[src/rtl/spi_pkg.sv]
// Shared definitions for the 16-bit register-access SPI link: field widths,
// rw encoding and the master FSM state codes (also used by spi_slave users).
package spi_pkg;

  localparam int PKTSZ   = 16;
  localparam int ADDRSZ  = 7;
  localparam int PAYLOAD = 8;
  localparam int CLKDIV  = 4;

  localparam logic RW_READ = 1'b1;

  typedef logic [2:0] state_t;

  localparam state_t S_IDLE  = 3'd0;
  localparam state_t S_SETUP = 3'd1;
  localparam state_t S_HIGH  = 3'd2;
  localparam state_t S_LOW   = 3'd3;
  localparam state_t S_HOLD  = 3'd4;
  localparam state_t S_GAP   = 3'd5;

endpackage

[src/rtl/spi_clkgen.sv]
// Half-period timer for the SPI master: tick marks the last clk cycle of each
// clkdiv-long SCLK phase, so every phase change also reloads the count.
module spi_clkgen
  import spi_pkg::*;
#(
  parameter int clkdiv = CLKDIV
) (
  input  logic clk,
  input  logic reset,
  input  logic en,
  input  logic clr,
  output logic tick
);

  localparam int             CW   = (clkdiv > 1) ? $clog2(clkdiv) : 1;
  localparam logic [CW-1:0]  LAST = CW'(clkdiv - 1);

  logic [CW-1:0] cnt_q, cnt_d;

  // NOTE: cnt_d gets its default before any branch; a path that leaves a
  // combinational output unassigned infers a latch.
  always_comb begin
    cnt_d = cnt_q;
    if (clr) begin
      cnt_d = '0;
    end else if (en) begin
      cnt_d = (cnt_q == LAST) ? '0 : cnt_q + 1'b1;
    end
  end

  assign tick = en && !clr && (cnt_q == LAST);

  // NOTE: state updates use <= so every flop samples pre-edge values;
  // blocking assignments here would create simulation order races.
  always_ff @(posedge clk or posedge reset) begin
    if (reset) begin
      cnt_q <= '0;
    end else begin
      cnt_q <= cnt_d;
    end
  end

endmodule

[src/rtl/spi_master.sv]
// CPOL=0/CPHA=0 SPI master for the {rw, addr, payload} register-access link;
// shifts MSB first and returns the read payload to the local requester.
module spi_master
  import spi_pkg::*;
#(
  parameter int pktsz   = PKTSZ,
  parameter int addrsz  = ADDRSZ,
  parameter int payload = PAYLOAD,
  parameter int clkdiv  = CLKDIV
) (
  input  logic               clk,
  input  logic               reset,
  input  logic               start,
  input  logic               rw,
  input  logic [addrsz-1:0]  addr,
  input  logic [payload-1:0] wr_d,
  output logic               busy,
  output logic               done,
  output logic [payload-1:0] rd_d,
  output logic               rd_dv,
  output logic               SCLK,
  output logic               SSB,
  output logic               MOSI,
  input  logic               MISO
);

  localparam int            BW       = $clog2(pktsz + 1);
  localparam logic [BW-1:0] LAST_BIT = BW'(pktsz);

  state_t             state_q, state_d;
  logic [pktsz-1:0]   tx_sr_q, tx_sr_d;
  logic [payload-1:0] rx_sr_q, rx_sr_d;
  logic [BW-1:0]      bit_cnt_q, bit_cnt_d;
  logic               rw_q, rw_d;
  logic               miso_s1_q, miso_s1_d, miso_s2_q, miso_s2_d;
  logic               sclk_q, sclk_d, ssb_q, ssb_d, mosi_q, mosi_d;
  logic               busy_q, busy_d, done_q, done_d, rd_dv_q, rd_dv_d;
  logic [payload-1:0] rd_d_q, rd_d_d;
  logic [payload-1:0] tx_payload;
  logic               tick;

  spi_clkgen #(.clkdiv(clkdiv)) u_clkgen (
    .clk   (clk),
    .reset (reset),
    .en    (state_q != S_IDLE),
    .clr   (state_q == S_IDLE),
    .tick  (tick)
  );

  // Reads clock out a zero payload so the slave never sees stale write data.
  assign tx_payload = (rw == RW_READ) ? {payload{1'b0}} : wr_d;

  always_comb begin
    state_d   = state_q;
    tx_sr_d   = tx_sr_q;
    rx_sr_d   = rx_sr_q;
    bit_cnt_d = bit_cnt_q;
    rw_d      = rw_q;
    rd_d_d    = rd_d_q;
    done_d    = 1'b0;
    rd_dv_d   = 1'b0;
    // MISO is asynchronous to clk; only the second stage is ever sampled.
    miso_s1_d = MISO;
    miso_s2_d = miso_s1_q;

    case (state_q)
      S_IDLE: begin
        if (start) begin
          state_d   = S_SETUP;
          rw_d      = rw;
          bit_cnt_d = '0;
          tx_sr_d   = {rw, addr, tx_payload};
        end
      end
      S_SETUP: if (tick) state_d = S_HIGH;
      S_HIGH: begin
        if (tick) begin
          state_d   = S_LOW;
          rx_sr_d   = {rx_sr_q[payload-2:0], miso_s2_q};
          tx_sr_d   = {tx_sr_q[pktsz-2:0], 1'b0};
          bit_cnt_d = bit_cnt_q + 1'b1;
        end
      end
      S_LOW: if (tick) state_d = (bit_cnt_q == LAST_BIT) ? S_HOLD : S_HIGH;
      S_HOLD: if (tick) state_d = S_GAP;
      S_GAP: begin
        if (tick) begin
          state_d = S_IDLE;
          done_d  = 1'b1;
          if (rw_q == RW_READ) begin
            rd_dv_d = 1'b1;
            rd_d_d  = rx_sr_q;
          end
        end
      end
      default: state_d = S_IDLE;
    endcase

    // Pins are decoded from the next state so they stay aligned with the FSM.
    sclk_d = (state_d == S_HIGH);
    ssb_d  = !(state_d inside {S_SETUP, S_HIGH, S_LOW, S_HOLD});
    mosi_d = (state_d inside {S_SETUP, S_HIGH, S_LOW}) ? tx_sr_d[pktsz-1] : 1'b0;
    busy_d = (state_d != S_IDLE);
  end

  always_ff @(posedge clk or posedge reset) begin
    if (reset) begin
      state_q   <= S_IDLE;
      tx_sr_q   <= '0;
      rx_sr_q   <= '0;
      bit_cnt_q <= '0;
      rw_q      <= 1'b0;
      miso_s1_q <= 1'b0;
      miso_s2_q <= 1'b0;
      sclk_q    <= 1'b0;
      ssb_q     <= 1'b1;
      mosi_q    <= 1'b0;
      busy_q    <= 1'b0;
      done_q    <= 1'b0;
      rd_dv_q   <= 1'b0;
      rd_d_q    <= '0;
    end else begin
      state_q   <= state_d;
      tx_sr_q   <= tx_sr_d;
      rx_sr_q   <= rx_sr_d;
      bit_cnt_q <= bit_cnt_d;
      rw_q      <= rw_d;
      miso_s1_q <= miso_s1_d;
      miso_s2_q <= miso_s2_d;
      sclk_q    <= sclk_d;
      ssb_q     <= ssb_d;
      mosi_q    <= mosi_d;
      busy_q    <= busy_d;
      done_q    <= done_d;
      rd_dv_q   <= rd_dv_d;
      rd_d_q    <= rd_d_d;
    end
  end

  assign SCLK  = sclk_q;
  assign SSB   = ssb_q;
  assign MOSI  = mosi_q;
  assign busy  = busy_q;
  assign done  = done_q;
  assign rd_dv = rd_dv_q;
  assign rd_d  = rd_d_q;

endmodule

[config.mk]
export PLATFORM = sky130hd
export DESIGN_NAME = spi_master
export DESIGN_NICKNAME = d
export VERILOG_FILES = /design/src/rtl/spi_pkg.sv /design/src/rtl/spi_clkgen.sv /design/src/rtl/spi_master.sv
export SDC_FILE = /design/constraint.sdc
export NUM_CORES = 1
export LEC_CHECK = 0
export BUFFER_PORTS_ARGS = -buffer_cell sky130_fd_sc_hd__buf_2
export CORE_MARGIN = 1.5
export CORE_UTILIZATION = 50
export DETAILED_ROUTE_END_ITERATION = 10
export PLACE_DENSITY = 0.74
export REMOVE_ABC_BUFFERS = 1
export SYNTH_ARGS = -nofsm -noshare
export SYNTH_HDL_FRONTEND = slang
export SYNTH_SLANG_ARGS = --single-unit
[constraint.sdc]
create_clock -name clk -period 1.6 [get_ports clk]
set_input_delay 0.08 -clock clk [delete_from_list [all_inputs] [get_ports clk]]
set_output_delay 0.08 -clock clk [all_outputs]
set_load 0.01 [all_outputs]
# Word-level counts from Yosys, hierarchy flattened
# Cells that the tools add are included.
# classes
addsub,2
n_mul,0
div,0
order_cmp,0
eq_ne,13
shift,0
muxes,24
n_bitwise,0
n_reduce_logical,15
# ops
op,n
$mux 16,2
$pmux 16 s2,1
$mux 3,7
$pmux 3 s6,1
$eq 3x2->1 const B,4
$mux 5,2
$pmux 5 s2,1
$eq 3x3->1 const B,3
$reduce_bool 3->1,3
$mux 8,1
$eq 3x1->1 const B,2
$mux 1,6
$mux 2,3
$reduce_and 3->1,2
$add 5x1->5 const B,1
$eq 5x5->1 const B,1
$ne 2x2->1 const B,2
$reduce_and 2->1,2
$reduce_bool 2->1,2
$reduce_bool 4->1,1
$logic_not 3->1,1
$add 2x1->2 const B,1
$eq 2x2->1 const B,1
$logic_and 1x1->1,2
$logic_not 1->1,2
# totals
ff_bits,51
latchBits,0
ramBits,0
mem_bits_ro,0
in_bits,20
out_inout_bits,14
elab_cells,70
memories,0

# Depth between registers and ports, before layout
# Gate-level depths: netlist (run 1).
# logic_depth
ltp_word,9
depth_mapped,8
ltp_nobuf,6

# Cells and area by module
# Synthesis (run 1) repeated with hierarchy kept, for this count alone.
# hier_totals
hier_cells,178
area_unflattened_um2,2183.3
# modules_own_cells
mod,instances,cells_per_inst,area_each_um2,seq_area_each_um2
spi_master,1,167,2072.0,1227.4
spi_clkgen,1,11,111.4,50.0

# Worst setup path after synthesis (run 1)
# OpenSTA, ideal clock, no wires.
# synth_path
path_kind,reg-to-reg
startpoint,register u_clkgen.cnt_q[0]
endpoint,"register mosi_q, in the netlist MOSI"
setup_ns,0.128
arrival_time_ns,1.563
t_required_ns,1.472
path_slack_ns,-0.091
stages_incl_launch_ff,8
path_buffers,2
synth_period_minus_slack_ns,1.691
cell_sequence,dfrtp_1 -> ha_1 -> buf_2 -> and4bb_2 -> buf_6 -> a22o_1 -> a21o_1 -> nor3b_2
# synth_between
word_cells_on_any_way,15
cone_classes,eq/ne: 4; mux: 9; reduce/logical: 2
# synth_lines
element,line_no,source
start: declaration,spi_clkgen.sv:18,"logic [CW-1:0] cnt_q, cnt_d;"
start signal: assignment,spi_clkgen.sv:39,cnt_q <= cnt_d;
$eq 2x2->1,spi_clkgen.sv:31,assign tick = en && !clr && (cnt_q == LAST);
$logic_and 1x1->1,spi_clkgen.sv:31,
$mux 16,spi_master.sv:77,if (tick) begin
$pmux 16 s2,spi_master.sv:66,case (state_q)
net tx_sr_d[15],spi_master.sv:31,"logic [pktsz-1:0] tx_sr_q, tx_sr_d;"
$mux 1,spi_master.sv:102,"mosi_d = (state_d inside {S_SETUP, S_HIGH, S_LOW}) ? tx_sr_d[pktsz-1] : 1'b0;"
net mosi_d,spi_master.sv:36,"logic sclk_q, sclk_d, ssb_q, ssb_d, mosi_q, mosi_d;"
end signal: assignment,spi_master.sv:132,mosi_q <= mosi_d;
end: declaration,spi_master.sv:36,
# The timed path passes the listed nets, and every way through them passes these cells. The select of a mux whose other input is x is not followed.
# A chain may end at the register's enable or synchronous reset.

# Worst setup path after layout (run 1)
# layout_path
startpoint,register u_clkgen.cnt_q[0]
endpoint,"register rd_d_q[0], in the netlist rd_d[0]"
# layout_between
elab_chain_len,3
# layout_rtl
element,line_no,source
$eq 2x2->1,spi_clkgen.sv:31,
$logic_and 1x1->1,spi_clkgen.sv:31,
$reduce_and 3->1 (no source line),-,
end signal: assignment,spi_master.sv:136,rd_d_q <= rd_d_d;
end: declaration,spi_master.sv:38,"logic [payload-1:0] rd_d_q, rd_d_d;"
# Every way passes these cells.

==> summary.md, run 1 <==
| Metric | Value |
|---|---|
| Crit-path max FO | 7 |
| Synth Cell Area | 2190 um2 |
| Most common library cells after synthesis | dfrtp_1 (50), nand2_1 (30), a22oi_1 (14), mux2_2 (14) |
| Switching power | 1.34 mW |
| Run status | completed |
| Finished Layout Cells | 288 |
| XOR/XNOR share of the synthesized area | 1.60% |
| Crit path kind | reg -> reg |
| Slowest stage delay, CP | 390 ps |
| Fin nets | 260 |
| Die span in x | 69.1 um |
| CP max-delay cell | dfrtp_1 |
| Leading area contributor after synthesis | dfrtp_1 |
| Req. time, crit path | 1810 ps |
| CP top delay family | simple AND/OR/NAND/NOR gates |
| Initial antenna violation count | 0 |
| Hpwl dp | 2.90 mm |
| 1st-iter DRT viols | 77 |
| TritonCTS clock tree | yes |
| Clock transition at the registers of the reported paths | 100 ps |
| Worst hold margin | 11.4 ps |
| Total core area | 4120 um2 |
| WL/cell | 14.8 um |
| Max IR drop VDD | 0.000746 V |
| Flops & latches, synth | 51 |
| Final wirelength | 4.26 mm |
| Min-Delay Startpoint | wr_d[4] |
| # DRC | 0 |
| Simple-gate portion of the synthesized area | 15.9% |
| Synth-to-Final Area Change | 30.0% |
| Largest net degree at the start of global routing | 23 |
| GPL Wtd Cong | 0.791 |
| Synth top area share | 57.2% |
| Rel. slew slack | 70.8% |
| Reg-to-reg slack, setup | 50 ps |
| Rows | 23 |
| Hold Path Sink | tx_sr_q[4]$_DFFE_PP0P_ |
| Placed Instances | 261 |
| Ant diodes | 0 |
| Fin crit share | 96.9% |
| Clock network fraction of design power | 22.2% |
| Via-per-instance ratio | 5.37 |
| First-pass GRT wire length | 7.05 mm |
| Crit end category | register |
| Part of the power in combinational logic | 32.3% |
| H-tree depth | 2 |
| Flop pwr share | 45.5% |
| CTS sink count | 51 |
| Worst Path Buf+Inv | 1 |
| Root buf cell | clkbuf_8 |
| Global Route Usage Sum | 18.6% |
| Setup crit start kind | register |
| Die ar. | 4780 um2 |
| Synth Area in Compound Gates | 8.47% |
| Post-synthesis sequential area ratio | 58.4% |
| Antenna Nets Post-Route | 0 |
| Total grt overflow | 0 |
| Internal power | 2.89 mW |
| Fmax | 645 MHz |
| Syn Area/Cell | 12.6 um2 |
| Setup-failing EPs final | 0 |
| Top_reg_cell synth | dfrtp_1 |
| Most numerous cell in the Yosys netlist | dfrtp_1 |
| Reg2Reg Depth | 6 |
| Worst path cell trace | ha_4 > buf_6 > nand2_4 > nor3b_4 > nand2_2 > mux2_4 |
| Unique masters post-synth | 40 |
| Mux share of post-synthesis cell area | 9.96% |
| Hold Path Class | in -> reg |
| Post-synth EDFFs | 0 |
| Worst slew pin tran | 438 ps |
| FF-to-FF End | rd_d[0]$_DFFE_PP0P_ |
| Ports | 34 |
| DR vias | 1546 |
| Data arrival, critical path | 1760 ps |
| Leak pwr | 1.46 nW |
| Hold depth | 3 |
| Number of global-route vias before repair | 1539 |
| Share of cells above drive strength 1 | 42.4% |
| Pre-antenna DRT Iters | 4 |
| Top post-synthesis cells by area | dfrtp_1 (57%), mux2_2 (7.2%), nand2_1 (5.2%) |
| Max cap viols | 0 |
| Fraction of registers with async set/reset | 100% |
| Initial Utilization | 53.1% |
| Final Hold Viols | 0 |
| Largest family of logic cells by synthesized area | simple AND/OR/NAND/NOR gates |
| Clk_lat worst skew | 310 ps |
| Max-slew violation count | 0 |
| Num CTS Buffers | 5 |
| Ys Warns | 0 |
| Final min period | 1550 ps |
| Port Buffers | 33 |
| Max clock buf depth | 2 |
| Post-Synth Adder-Cell Area | 1.72% |
| Sw Ratio | 31.6% |
| Synth Instances | 173 |
| DIE HEIGHT | 69.1 um |
| Reg2reg start | u_clkgen.cnt_q[0]$_DFF_PP0_ |
| Final setup skew | 10.6 ps |
| PwrDens | 1490 nW/um2 |
-- cell usage in the layout, fill, tap and decap left out, drive strengths merged --
cell type,n
a21o,1
nor4b,1
dlygate4sd3,13
nand4,2
o31ai,1
bufinv,1
xor2,4
and4,1
and4bb,1
buf,53
dfstp,1
dfrtp,50
mux2,18
a31oi,1
and2,1
a211oi,1
o21ai,1
a22o,2
inv,6
ha,3
a21oi,1
clkbuf,6
nand3,2
nor3,2
nor3b,5
nor2,7
nand2b,1
a22oi,14
nand2,33
nor2b,1
nor4,2
nand3b,1
a32o,1
-- how the worst max path moves through the flow --
stage,cells past startpoint,endpoint,slack (ps),startpoint
3_5_place_dp,6,SSB$_DFF_PP1_,-50,u_clkgen.cnt_q[0]$_DFF_PP0_
5_1_grt,4,SSB$_DFF_PP1_,-40,bit_cnt_q[2]$_DFFE_PP0P_
2_1_floorplan,5,MOSI$_DFF_PP0_,-260,u_clkgen.cnt_q[0]$_DFF_PP0_
3_3_place_gp,5,tx_sr_q[1]$_DFFE_PP0P_,60,state_q[1]$_DFF_PP0_
4_1_cts,6,rd_d[5]$_DFFE_PP0P_,5,u_clkgen.cnt_q[0]$_DFF_PP0_
6_report,6,rd_d[0]$_DFFE_PP0P_,50,u_clkgen.cnt_q[0]$_DFF_PP0_
-- worst reg2reg max path, cell delays in order, from the launching register on --
cell     delay [ps]
dfrtp_1         390
ha_4            160
buf_6           140
nand2_4          60
nor3b_4         260
nand2_2         140
mux2_4          310
-- timing repair --
item | in CTS | in global routing
resized for setup | 6 | 9
buffers inserted | 0 | 5
cloned | 0 | 1
endpoints found under the setup margin | 9 | 16
endpoints found under the hold margin | 31 | 0
hold buffers | 13 | 0
pin swaps | 0 | 6
-- power groups by stage --
stage               Clock (mW)  Sequential (mW)  Combinational (mW)
floorplan                    0             1.92               0.704
global placement             0             1.92                1.06
detailed placement           0             1.94                1.13
CTS                      0.960             1.92                1.17
global route              1.03             1.97                1.51
finish                   0.940             1.93                1.37
-- sequential cells by signal (all words and copies together), names as in the netlist --
signal          cells
tx_sr_q            16
rd_d                8
rx_sr_q             8
bit_cnt_q           5
state_q             3
u_clkgen.cnt_q      2
MOSI                1
SCLK                1
SSB                 1
busy                1
done                1
miso_s1_q           1
miso_s2_q           1
rd_dv               1
rw_q                1
-- stage by stage --
stage	setup WS, ps	area, um2	setup TNS, ps	total power [mW]	utilization [%]
final	49.0	2840	0	4.23	69.0
after global placement	59.8	2470	0	2.97	60.1
after floorplan	-262	2120	-3760	2.62	-
after global routing	-39.9	2840	-39.9	4.51	69.0
after detailed placement	-45.2	2470	-50.7	3.06	60.1
after CTS	5.13	2740	0	4.05	66.6
-- cell type report --
type,count,area (um2)
fill,301,1270
tap,50,62.6
sequential,51,1280
inverter,5,18.8
clock buffer,6,82.6
clock inverter,2,38.8
multi-input combinational,108,897
timing repair buffer,66,462
-- metal layers --
| metal | vias up | global-route usage (%) | wire, um | share of wire, % |
|---|---|---|---|---|
| met5 | - | 0 | 0 | 0 |
| met4 | 0 | 8.50 | 105 | 2.5 |
| met1 | 763 | 23.6 | 1900 | 45 |
| li1 | 730 | - | - | - |
| met2 | 40 | 29.8 | 2080 | 49 |
| met3 | 13 | 5.12 | 174 | 4.1 |
-- logic make-up after synthesis --
| family | count (synthesis) |
|---|---|
| AND/OR/NAND/NOR | 59 |
| flip-flops | 51 |
| AO/OA/AOI/OAI | 23 |
| multiplexers | 18 |
| buffers and inverters | 15 |
| XOR/XNOR | 4 |
| adder cells (fa/ha/maj) | 3 |
Power figures use the tool's default switching activity.
==> run 2, diff against run 1 <==
--- a/config.mk
+++ b/config.mk
@@ -6,6 +6,7 @@
 export NUM_CORES = 1
 export LEC_CHECK = 0
 export BUFFER_PORTS_ARGS = -buffer_cell sky130_fd_sc_hd__buf_2
+export CAP_MARGIN = 20
 export CORE_MARGIN = 1.5
 export CORE_UTILIZATION = 50
 export DETAILED_ROUTE_END_ITERATION = 10
@@ -13,4 +14,5 @@
 export REMOVE_ABC_BUFFERS = 1
 export SYNTH_ARGS = -nofsm -noshare
 export SYNTH_HDL_FRONTEND = slang
+export SYNTH_HIERARCHICAL = 1
 export SYNTH_SLANG_ARGS = --single-unit
==> summary.md, run 2 <==
| Metric | Value |
|---|---|
| Hold Path Class | in -> reg |
| Max IR drop VDD | 0.000829 V |
| Number of global-route vias before repair | 1662 |
| Largest family of logic cells by synthesized area | simple AND/OR/NAND/NOR gates |
| DIE HEIGHT | 69.1 um |
| Syn Area/Cell | 12.3 um2 |
| # DRC | 0 |
| Hpwl dp | 2.87 mm |
| 1st-iter DRT viols | 67 |
| Global Route Usage Sum | 19.9% |
| CP max-delay cell | or3_4 |
| Worst slew pin tran | 467 ps |
| M1 GR Usage | 22.8% |
| Initial Utilization | 53.4% |
| Data arrival, critical path | 2080 ps |
| Unique masters post-synth | 40 |
| PwrDens | 1430 nW/um2 |
| TritonCTS clock tree | yes |
| Crit-path max FO | 7 |
| Leading area contributor after synthesis | dfrtp_1 |
| Fin area | 2940 um2 |
| Initial antenna violation count | 0 |
| Port Buffers | 33 |
| Fin nets | 268 |
| Post-synth EDFFs | 0 |
| Synth Instances | 178 |
| Post-Synth Adder-Cell Area | 1.72% |
| Crit end category | register |
| Fin crit share | 114% |
| Final min period | 1820 ps |
| First-pass GRT wire length | 7.57 mm |
| Worst Path Buf+Inv | 2 |
| Synth Area in Compound Gates | 8.65% |
| Worst hold margin | -4.28 ps |
| Commonest non-fill, non-tap cells in the layout | dfrtp_1 (50), nand2_1 (33), buf_2 (33) |
| Post-synthesis sequential area ratio | 58.5% |
| Total core area | 4090 um2 |
| Final wirelength | 4.55 mm |
| Die span in x | 69.1 um |
| Most common library cells after synthesis | dfrtp_1 (50), nand2_1 (34), a22oi_1 (14), mux2_1 (11) |
| Largest Register | tx_sr_q |
| Root buf cell | clkbuf_8 |
| Clock transition at the registers of the reported paths | 100 ps |
| Simple-gate portion of the synthesized area | 15.6% |
| Max clock buf depth | 2 |
| XOR/XNOR share of the synthesized area | 1.60% |
| Ports | 34 |
| Largest register FFs | 16 |
| Max cap viols | 0 |
| Slowest stage delay, CP | 410 ps |
| Clk_lat worst skew | 320 ps |
| H-tree depth | 2 |
| Fraction of registers with async set/reset | 100% |
| Fillers | 282 |
| Top_reg_cell synth | dfrtp_1 |
| CTS sink count | 51 |
| Flops & latches, synth | 51 |
| Area of the multi-input gates | 988 um2 |
| Rel. slew slack | 68.5% |
| Setup-failing EPs final | 41 |
| Req. time, crit path | 1850 ps |
| Num CTS Buffers | 5 |
| Setup crit start kind | register |
| Synth Cell Area | 2180 um2 |
| Die ar. | 4770 um2 |
| Antenna Nets Post-Route | 0 |
| Total grt overflow | 0 |
| Via-per-instance ratio | 5.36 |
| Placed Area | 2490 um2 |
| Mux share of post-synthesis cell area | 9.74% |
| Failing checks | negative hold slack, negative setup slack |
| Reg2Reg Depth | 8 |
| FF-to-FF End | SSB$_DFF_PP1_ |
| RSZ-0062 raised after global routing | yes |
| Synth-to-Final Area Change | 34.7% |
| Rows | 23 |
| Run status | complete, but fails checks |
| Final setup skew | 9.53 ps |
| Most numerous cell in the Yosys netlist | dfrtp_1 |
| Final Hold Viols | 1 |
| Met2 usage | 34.7% |
| FF+latch area | 1280 um2 |
| Met3 usage | 4.82% |
| Setup TNS | -5740 ps |
| Fmax | 548 MHz |
| WL/cell | 15.4 um |
| Top post-synthesis cells by area | dfrtp_1 (57%), nand2_1 (5.8%), mux2_1 (5.7%) |
| Ant diodes | 0 |
| Max-slew violation count | 0 |
| Ys Warns | 6 |
| Hold Path Sink | tx_sr_q[1]$_DFFE_PP0P_ |
| Hold depth | 3 |
| Leak pwr | 1.50 nW |
| Share of cells above drive strength 1 | 45.1% |
| Reg2reg start | state_q[1]$_DFF_PP0_ |
| Min-Delay Startpoint | wr_d[1] |
| Worst path cell trace | or3_4 > inv_2 > nor2_4 > buf_4 > nor3b_4 > nor4_4 > nor2_2 > xor2_1 |
| Commonest non-fill, non-tap cell in the layout | dfrtp_1 |
| Pre-antenna DRT Iters | 4 |
| Crit path kind | reg -> reg |
| Synth top area share | 57.3% |
| Reg-to-reg slack, setup | -220 ps |
| CP top delay family | simple AND/OR/NAND/NOR gates |
| GPL Wtd Cong | 0.855 |
| Crit. path cell count | 8 |
| DR vias | 1588 |
| GR peak layer | met2 |
| Final setup margin | -224 ps |
| Largest net degree at the start of global routing | 24 |
==> run 2: cell types whose count changed after synthesis, sizes merged, moves of 2 or more <==
| cell | previous run | this run |
|---|---|---|
| inv | 5 | 7 |
| nand2 | 32 | 35 |
| nor3 | 2 | 0 |
| nor3b | 5 | 3 |
==> run 2: worst max-delay path by stage <==
stage	from	endpoint
after floorplan	state_q[0]$_DFF_PP0_	MOSI$_DFF_PP0_
after global placement	u_clkgen/cnt_q[0]$_DFFE_PP0P_	rx_sr_q[5]$_DFFE_PP0P_
after detailed placement	state_q[2]$_DFF_PP0_	rx_sr_q[0]$_DFFE_PP0P_
after CTS	state_q[1]$_DFF_PP0_	MOSI$_DFF_PP0_
after global routing	state_q[1]$_DFF_PP0_	SSB$_DFF_PP1_
final	state_q[1]$_DFF_PP0_	SSB$_DFF_PP1_
==> run 2: worst min-delay path, delay by kind of cell <==
family | cells | cell delay, ps
buffers and inverters | 1 | 90
and+or+nand+nor | 1 | 60
AOI/OAI and AO/OA | 1 | 50
==> run 2: through the flow <==
stage	hold slack, ps	instances	total power, mW	util [%]	worst slack, ps
after floorplan	-179	169	2.63	-	-943
after global placement	-54.2	270	3.01	61.1	-335
after detailed placement	-46.9	270	3.10	61.1	-423
after CTS	0.511	295	4.01	68.6	-191
after global routing	15.6	296	4.50	72.0	-300
final	-4.28	296	4.22	72.0	-224
==> run 2: per-layer routing <==
metal,up-vias,share of wire (%)
li1,750,-
met2,38,53
met5,-,0
met1,788,41
met4,0,2.7
met3,12,3.6
==> run 2: cell families (layout without fill, tap and decap cells) <==
group                    count (synthesis)  count (layout)
multiplexers                            19              19
XOR/XNOR                                 4               4
AO/OA/AOI/OAI                           24              24
AND/OR/NAND/NOR                         61              62
adder cells (fa/ha/maj)                  3               3
flip-flops                              51              51
buffers and inverters                   16              83
==> run 2: layout make-up <==
| cell class | instances | area share, % |
|---|---|---|
| Inverter | 7 | 0.893 |
| Sequential cell | 51 | 43.4 |
| Multi-Input combinational cell | 112 | 33.6 |
| Timing Repair Buffer | 68 | 16.7 |
| Tap cell | 50 | 2.13 |
| Clock buffer | 5 | 2.34 |
| Clock inverter | 3 | 0.936 |
==> run 2: what timing repair did <==
action,in CTS,in global routing
cloned,1,0
gates resized for setup,15,29
setup buffers,2,1
pin swaps,8,11
endpoints found under the setup margin,43,44
hold endpoints to repair,64,0
hold buffers,14,0
==> run 2: where the power goes <==
group	internal, mW	leakage, nW	switching [mW]
clock	0.325	0.0467	0.469
sequential	1.66	0.658	0.250
combinational	0.784	0.800	0.734
total	2.77	1.50	1.45
